**src/rtl/fifo_stream_reader_if.sv**
```systemverilog
// FIFO read port plus outbound valid/ready stream of fifo_stream_reader.
// "master" is the reader side; "slave" is the FIFO/sink side.
interface fifo_stream_reader_if #(
    parameter int WIDTH = 16
);
    logic             fifo_empty;
    logic [WIDTH-1:0] fifo_data;
    logic             fifo_r_en;
    logic             m_valid;
    logic             m_ready;
    logic [WIDTH-1:0] m_data;
    logic             m_last;
    logic             burst_done;

    modport master (
        input  fifo_empty, fifo_data, m_ready,
        output fifo_r_en, m_valid, m_data, m_last, burst_done
    );

    modport slave (
        output fifo_empty, fifo_data, m_ready,
        input  fifo_r_en, m_valid, m_data, m_last, burst_done
    );
endinterface

```
**src/rtl/fifo_stream_reader.sv**
```systemverilog
// Pops a registered-read FIFO into a 2-entry skid buffer and presents the words
// as a valid/ready stream framed into bursts of BURST_LEN beats.
module fifo_stream_reader #(
    parameter int WIDTH     = 16,
    parameter int BURST_LEN = 4
) (
    input  logic                 clk,
    input  logic                 rstn,
    input  logic                 clr,
    fifo_stream_reader_if.master bus
);
    localparam int CW = (BURST_LEN > 1) ? $clog2(BURST_LEN) : 1;
    localparam logic [CW-1:0] LAST_BEAT = CW'(BURST_LEN - 1);

    logic [1:0]       occ;
    logic             inflight;
    logic [CW-1:0]    beat_cnt;
    logic [WIDTH-1:0] head;
    logic [WIDTH-1:0] tail;
    logic             burst_done_q;

    logic             pop;
    logic             last_beat;
    logic [2:0]       level;
    logic [1:0]       remain;
    logic             r_en;

    assign pop       = bus.m_valid & bus.m_ready;
    assign last_beat = (beat_cnt == LAST_BEAT);

    // Words held or owed to the buffer once this cycle's pop is taken out.
    assign level  = {1'b0, occ} + {2'b00, inflight} - {2'b00, pop};
    assign remain = occ - {1'b0, pop};
    assign r_en   = rstn & ~clr & ~bus.fifo_empty & (level < 3'd2);

    assign bus.fifo_r_en  = r_en;
    assign bus.m_valid    = (occ != 2'd0);
    assign bus.m_data     = head;
    assign bus.m_last     = bus.m_valid & last_beat;
    assign bus.burst_done = burst_done_q;

    always_ff @(posedge clk or negedge rstn) begin
        if (!rstn) begin
            occ          <= 2'd0;
            inflight     <= 1'b0;
            beat_cnt     <= '0;
            head         <= '0;
            tail         <= '0;
            burst_done_q <= 1'b0;
        end else if (clr) begin
            occ          <= 2'd0;
            inflight     <= 1'b0;
            beat_cnt     <= '0;
            burst_done_q <= 1'b0;
        end else begin
            inflight     <= r_en;
            occ          <= level[1:0];
            burst_done_q <= pop & last_beat;
            if (pop) begin
                beat_cnt <= last_beat ? '0 : beat_cnt + CW'(1);
            end
            if (pop && (occ == 2'd2)) begin
                head <= tail;
            end
            // Returning word lands behind whatever survives this cycle's pop.
            if (inflight) begin
                if (remain == 2'd0) begin
                    head <= bus.fifo_data;
                end else begin
                    tail <= bus.fifo_data;
                end
            end
        end
    end

    a_no_overflow: assert property (@(posedge clk) disable iff (!rstn)
        ({1'b0, occ} + {2'b00, inflight}) <= 3'd2);

endmodule
```
**src/flat_wrapper.sv**
```systemverilog
// flat-port wrapper written by rule: the top's interface ports become plain ports
module fifo_stream_reader_flat 
#(
    parameter int WIDTH     = 16,
    parameter int BURST_LEN = 4
)
  (clk, rstn, clr, bus_fifo_empty, bus_fifo_data, bus_m_ready, bus_fifo_r_en, bus_m_valid, bus_m_data, bus_m_last, bus_burst_done);
  fifo_stream_reader_if #(.WIDTH(WIDTH)) bus_i ();
  input  logic clk;
  input  logic rstn;
  input  logic clr;
  input wire logic [$bits(bus_i.fifo_empty)-1:0] bus_fifo_empty;
  input wire logic [$bits(bus_i.fifo_data)-1:0] bus_fifo_data;
  input wire logic [$bits(bus_i.m_ready)-1:0] bus_m_ready;
  output wire logic [$bits(bus_i.fifo_r_en)-1:0] bus_fifo_r_en;
  output wire logic [$bits(bus_i.m_valid)-1:0] bus_m_valid;
  output wire logic [$bits(bus_i.m_data)-1:0] bus_m_data;
  output wire logic [$bits(bus_i.m_last)-1:0] bus_m_last;
  output wire logic [$bits(bus_i.burst_done)-1:0] bus_burst_done;
  assign bus_i.fifo_empty = bus_fifo_empty;
  assign bus_i.fifo_data = bus_fifo_data;
  assign bus_i.m_ready = bus_m_ready;
  assign bus_fifo_r_en = bus_i.fifo_r_en;
  assign bus_m_valid = bus_i.m_valid;
  assign bus_m_data = bus_i.m_data;
  assign bus_m_last = bus_i.m_last;
  assign bus_burst_done = bus_i.burst_done;
  fifo_stream_reader #(.WIDTH(WIDTH), .BURST_LEN(BURST_LEN)) u_core (.clk(clk), .rstn(rstn), .clr(clr), .bus(bus_i));
endmodule
```
**config.mk**
```make
export PLATFORM = sky130hd
export DESIGN_NAME = fifo_stream_reader_flat
export DESIGN_NICKNAME = d
export VERILOG_FILES = /design/src/rtl/fifo_stream_reader_if.sv /design/src/rtl/fifo_stream_reader.sv /design/src/flat_wrapper.sv
export SDC_FILE = /design/constraint.sdc
export NUM_CORES = 1
export LEC_CHECK = 0
export CORE_AREA = 2 2 60 119
export DETAILED_ROUTE_END_ITERATION = 10
export DIE_AREA = 0 0 62 121
export PLACE_DENSITY = 0.47
export SLEW_MARGIN = 20
export SYNTH_ARGS = -nofsm -noshare
export SYNTH_HDL_FRONTEND = slang
export SYNTH_SLANG_ARGS = --single-unit
```
**constraint.sdc**
```tcl
create_clock -name clk -period 5.45 [get_ports clk]
set_clock_uncertainty 0.05 [all_clocks]
set_input_delay 1.09 -clock clk [delete_from_list [all_inputs] [get_ports clk]]
set_output_delay 1.09 -clock clk [all_outputs]
set_load 0.01 [all_outputs]
```
Word-level counts from Yosys, hierarchy flattened --
Index checks and enable logic that the tools add are counted.
Word-level totals: bits in registers 38, output and inout bits 20, logic and storage cells 36
Operators by class: add/sub/neg operators 4, magnitude comparators 1, equal/unequal tests 2, mux-type cells 9, bitwise logic cells 9, reductions and logical operators 5
Operator list (number):
- 2-to-1 mux 16 bit | 3
- 2-to-1 mux 2 bit | 4
- bitwise AND 1 bit | 6
- == test 2 bit (second input constant) | 2
- nonzero test 2 bit | 2
- adder 2 x 1 -> 3 bit | 1
- < comparator 3 x 2 -> 1 bit (second input constant) | 1
- NOT 1 bit | 3
- AND reduction 3 bit | 1
- subtractor 3 x 1 -> 3 bit | 1
- adder 2 x 1 -> 2 bit (second input constant) | 1
- logical NOT 2 bit | 1
- 2-to-1 mux 1 bit | 2
- subtractor 2 x 1 -> 2 bit | 1
- logical AND 1 bit | 1

Depth between registers and ports, before layout --
word-level depth 6, mapped depth 8, mapped depth without buffers 6

Worst setup path before layout --
No wires, ideal clock.
kind input-to-output, start input bus_m_ready, end output bus_fifo_r_en, arrival 2777 ps, required time 4310 ps, setup slack 1533 ps, cell stages on the path 7, path buffers 2, path through nand2b_1 > buf_2 > clkbuf_1 > nand2_1 > ha_1 > fa_1 > nor4_1
Between the ends: word-level cells in the longest chain between the ends 4
Ends and longest elaborated chain:
- start: declaration | RTL line flat_wrapper.sv:14 | input wire logic [$bits(bus_i.m_ready)-1:0] bus_m_ready;
- bitwise AND 1 bit | RTL line fifo_stream_reader.sv:28 | assign pop = bus.m_valid & bus.m_ready;
- subtractor 3 x 1 -> 3 bit | RTL line fifo_stream_reader.sv:32 | assign level = {1'b0, occ} + {2'b00, inflight} - {2'b00, pop};
- < comparator 3 x 2 -> 1 bit | RTL line fifo_stream_reader.sv:34 | assign r_en = rstn & ~clr & ~bus.fifo_empty & (level < 3'd2);
- bitwise AND 1 bit | RTL line fifo_stream_reader.sv:34
- end: declaration | RTL line flat_wrapper.sv:15 | output wire logic [$bits(bus_i.fifo_r_en)-1:0] bus_fifo_r_en;
Every way passes these cells.

Worst setup path after layout --
Ends and elaborated chain as after synthesis.

==> out/metrics.yaml <==
status: "finished, final reports clean"
ys_ff_latch: 38
dominantRegCellSynth: "dfrtp_1"
core_um2: 6570
dpl_cell_area_um2: 2300
syn_area_um2: 1860
dp_hpwl_um: 3280
critPathBufInv: 2
synth-edff-count: 0
worstPathMaxFanout: 7
cts_max_path_buffers: 2
yosys_warnings: 0
area_growth_pct: 30.6
fillers: 657
start_util: 0.284
cts_resized: 0
path_clk_slew_ns: 0.05
max-vdd-ir-drop_mv: 0.143
die_width_um: 62
layout_commonest_cell: "clkdlybuf4s50_1"
overflow: 0
routed_wl_um: 4780
ant_nets: 0
timing.rr.start: "u_core.occ[1]"
cts_hold_buf: 0
drc: 0
rsz0062_at_grt: "no"
final_cells: 288
rows: 42
ys_seq_area_frac: 0.510
drive_gt1_frac: 0.165
first_pass_iters: 4
critPathRequiredTime_ns: 4.31
startpoint_type: "input port"
hold_viol_final: 0
period_needed_ns: 4.57
grt_util_all_layers: 0.147
root_buffer: "clkbuf_16"
yosysUniqueCellTypes: 32
drv_slew: 0
antenna_cells: 0
fin_tns_setup_ns: 0
avgViaCountPerCell: 5.16
arrival_ns: 3.43
rrSetupSlack_ns: 3.56
maxCapViolCount: 0
wl_per_cell_um: 16.6
cts_buffers: 5
crit_family: "buffers and inverters"
cts_tree: "yes"
min_period_over_period: 0.838
port-buffer-count: 40
slowest_delay_ns: 0.58
dp_cells: 281
clock-sinks: 38
nets: 224
postSynthCellCount: 164
endpoint_kind: "output pin"
gp_congestion: 0.751
grt_pass1_wl_um: 8220
crit_type: "input port to output pin"
min_to: "u_core.tail[2]"
r2r_cells: 3
relSlewSlack: 0.477
mappedNetlistNets: 188
antenna_found_initial: 0
dr_total_vias: 1486
utilization: 0.370
path_common_cell: "clkdlybuf4s50_1"
ys_async_sr_fraction: 1.00
crit_slowest_cell: "clkdlybuf4s50_1"
min_path_cells: 1
ios: 41
clk_latency_ns: 0.27
hold_start: "u_core.tail[2]"
htree_num_levels: 2
fmax_mhz: 219
grt_max_degree: 39
mostFrequentLayoutCells: "clkdlybuf4s50_1 (39), dfrtp_1 (38), o21ai_0 (17)"
setup_viol_count_final: 0
grt_pass1_vias: 1647
min_path_type: "flip-flop to flip-flop"
p_leak_uw: 0.00101
synth_area_per_cell_um2: 11.4
path_depth: 7
cp_cell_sequence: "clkdlybuf4s50_1, nand2b_1, nand2_1, ha_1, fa_1, nor4_1, clkdlybuf4s50_1"
tightestPinTransition_ns: 0.783
p_per_area_nw_per_um2: 360
drt-initial-drc-count: 96
die_h_um: 121
post-cts-setup-buffers: 0
final_area_um2: 2430
dieArea_um2: 7500
r2r-end: "u_core.bus.m_data[12]"
[worst max path at each step]
stage | slack [ns] | start | to
3_5_place_dp | 0.90 | bus_m_ready | bus_fifo_r_en
5_1_grt | 0.72 | bus_m_ready | bus_fifo_r_en
2_1_floorplan | 1.53 | bus_m_ready | bus_fifo_r_en
3_3_place_gp | 0.93 | bus_m_ready | bus_fifo_r_en
6_report | 0.88 | bus_m_ready | bus_fifo_r_en
4_1_cts | 0.88 | bus_m_ready | bus_fifo_r_en
[Yosys cell counts (2+ instances only)]
library cell / instances / area (µm²)
nor4_1: 2 / 12.5
clkbuf_1: 4 / 15.0
o21ai_0: 17 / 85.1
nor2b_1: 5 / 31.3
nand3_1: 16 / 80.1
a31oi_1: 16 / 100
buf_4: 2 / 15.0
nand2_1: 2 / 7.51
a211oi_1: 16 / 120
dfrtp_1: 38 / 951
nand2b_1: 3 / 18.8
mux2_2: 16 / 180
ha_1: 2 / 25.0
buf_6: 4 / 45.0
buf_2: 4 / 20.0
[metrics by stage]
stage               total power [µW]  setup slack (ns)  hold slack, ns
finish                           875             0.884           0.449
global route                     929             0.724           0.471
CTS                              890             0.878           0.450
detailed placement               617             0.900           0.437
global placement                 609             0.931           0.430
floorplan                        478              1.53           0.423
[worst register-to-register path, delay by kind of cell, from the launching register on]
kind	cells	cell delay, ns
and+or+nand+nor	1	0.80
AOI/OAI and AO/OA	2	0.41
DFF	1	0.51
[state kept, by name (all words and copies together), names as in the netlist]
name and cells:
u_core.bus.burst_done 1, u_core.tail 16, u_core.bus.m_data 16, u_core.inflight 1, u_core.occ 2, u_core.beat_cnt 2
[cells by family after synthesis]
logic type / Yosys count / synth area share
AOI/OAI and AO/OA: 52 / 0.183
xor gates and xnor gates: 1 / 0.00470
adders and majority gates: 3 / 0.0242
buffers and inverters: 16 / 0.0557
DFF: 38 / 0.510
muxes: 18 / 0.110
and+or+nand+nor: 36 / 0.111
[final cells by class]
class | instances | area, µm² | area share
clock buffer | 5 | 125 | 0.0514
clock inverter | 2 | 10.0 | 0.00411
inverter | 1 | 3.75 | 0.00154
multi-input combinational | 110 | 808 | 0.332
sequential | 38 | 951 | 0.391
tap | 88 | 110 | 0.0452
timing repair buffer | 44 | 425 | 0.175
[power breakdown]
group,switching [µW],internal (µW),total (µW)
Combinational,98.6,133,232
Sequential,34.0,342,376
Clock,102,165,267
[routing by layer]
metal	up-vias	track usage	share of wire
li1	682	-	-
met1	754	0.182	0.41
met2	46	0.244	0.53
met3	4	0.0235	0.043
met4	0	0.0559	0.015
met5	-	0	0
Note: power is estimated with default switching activity, not from simulation.
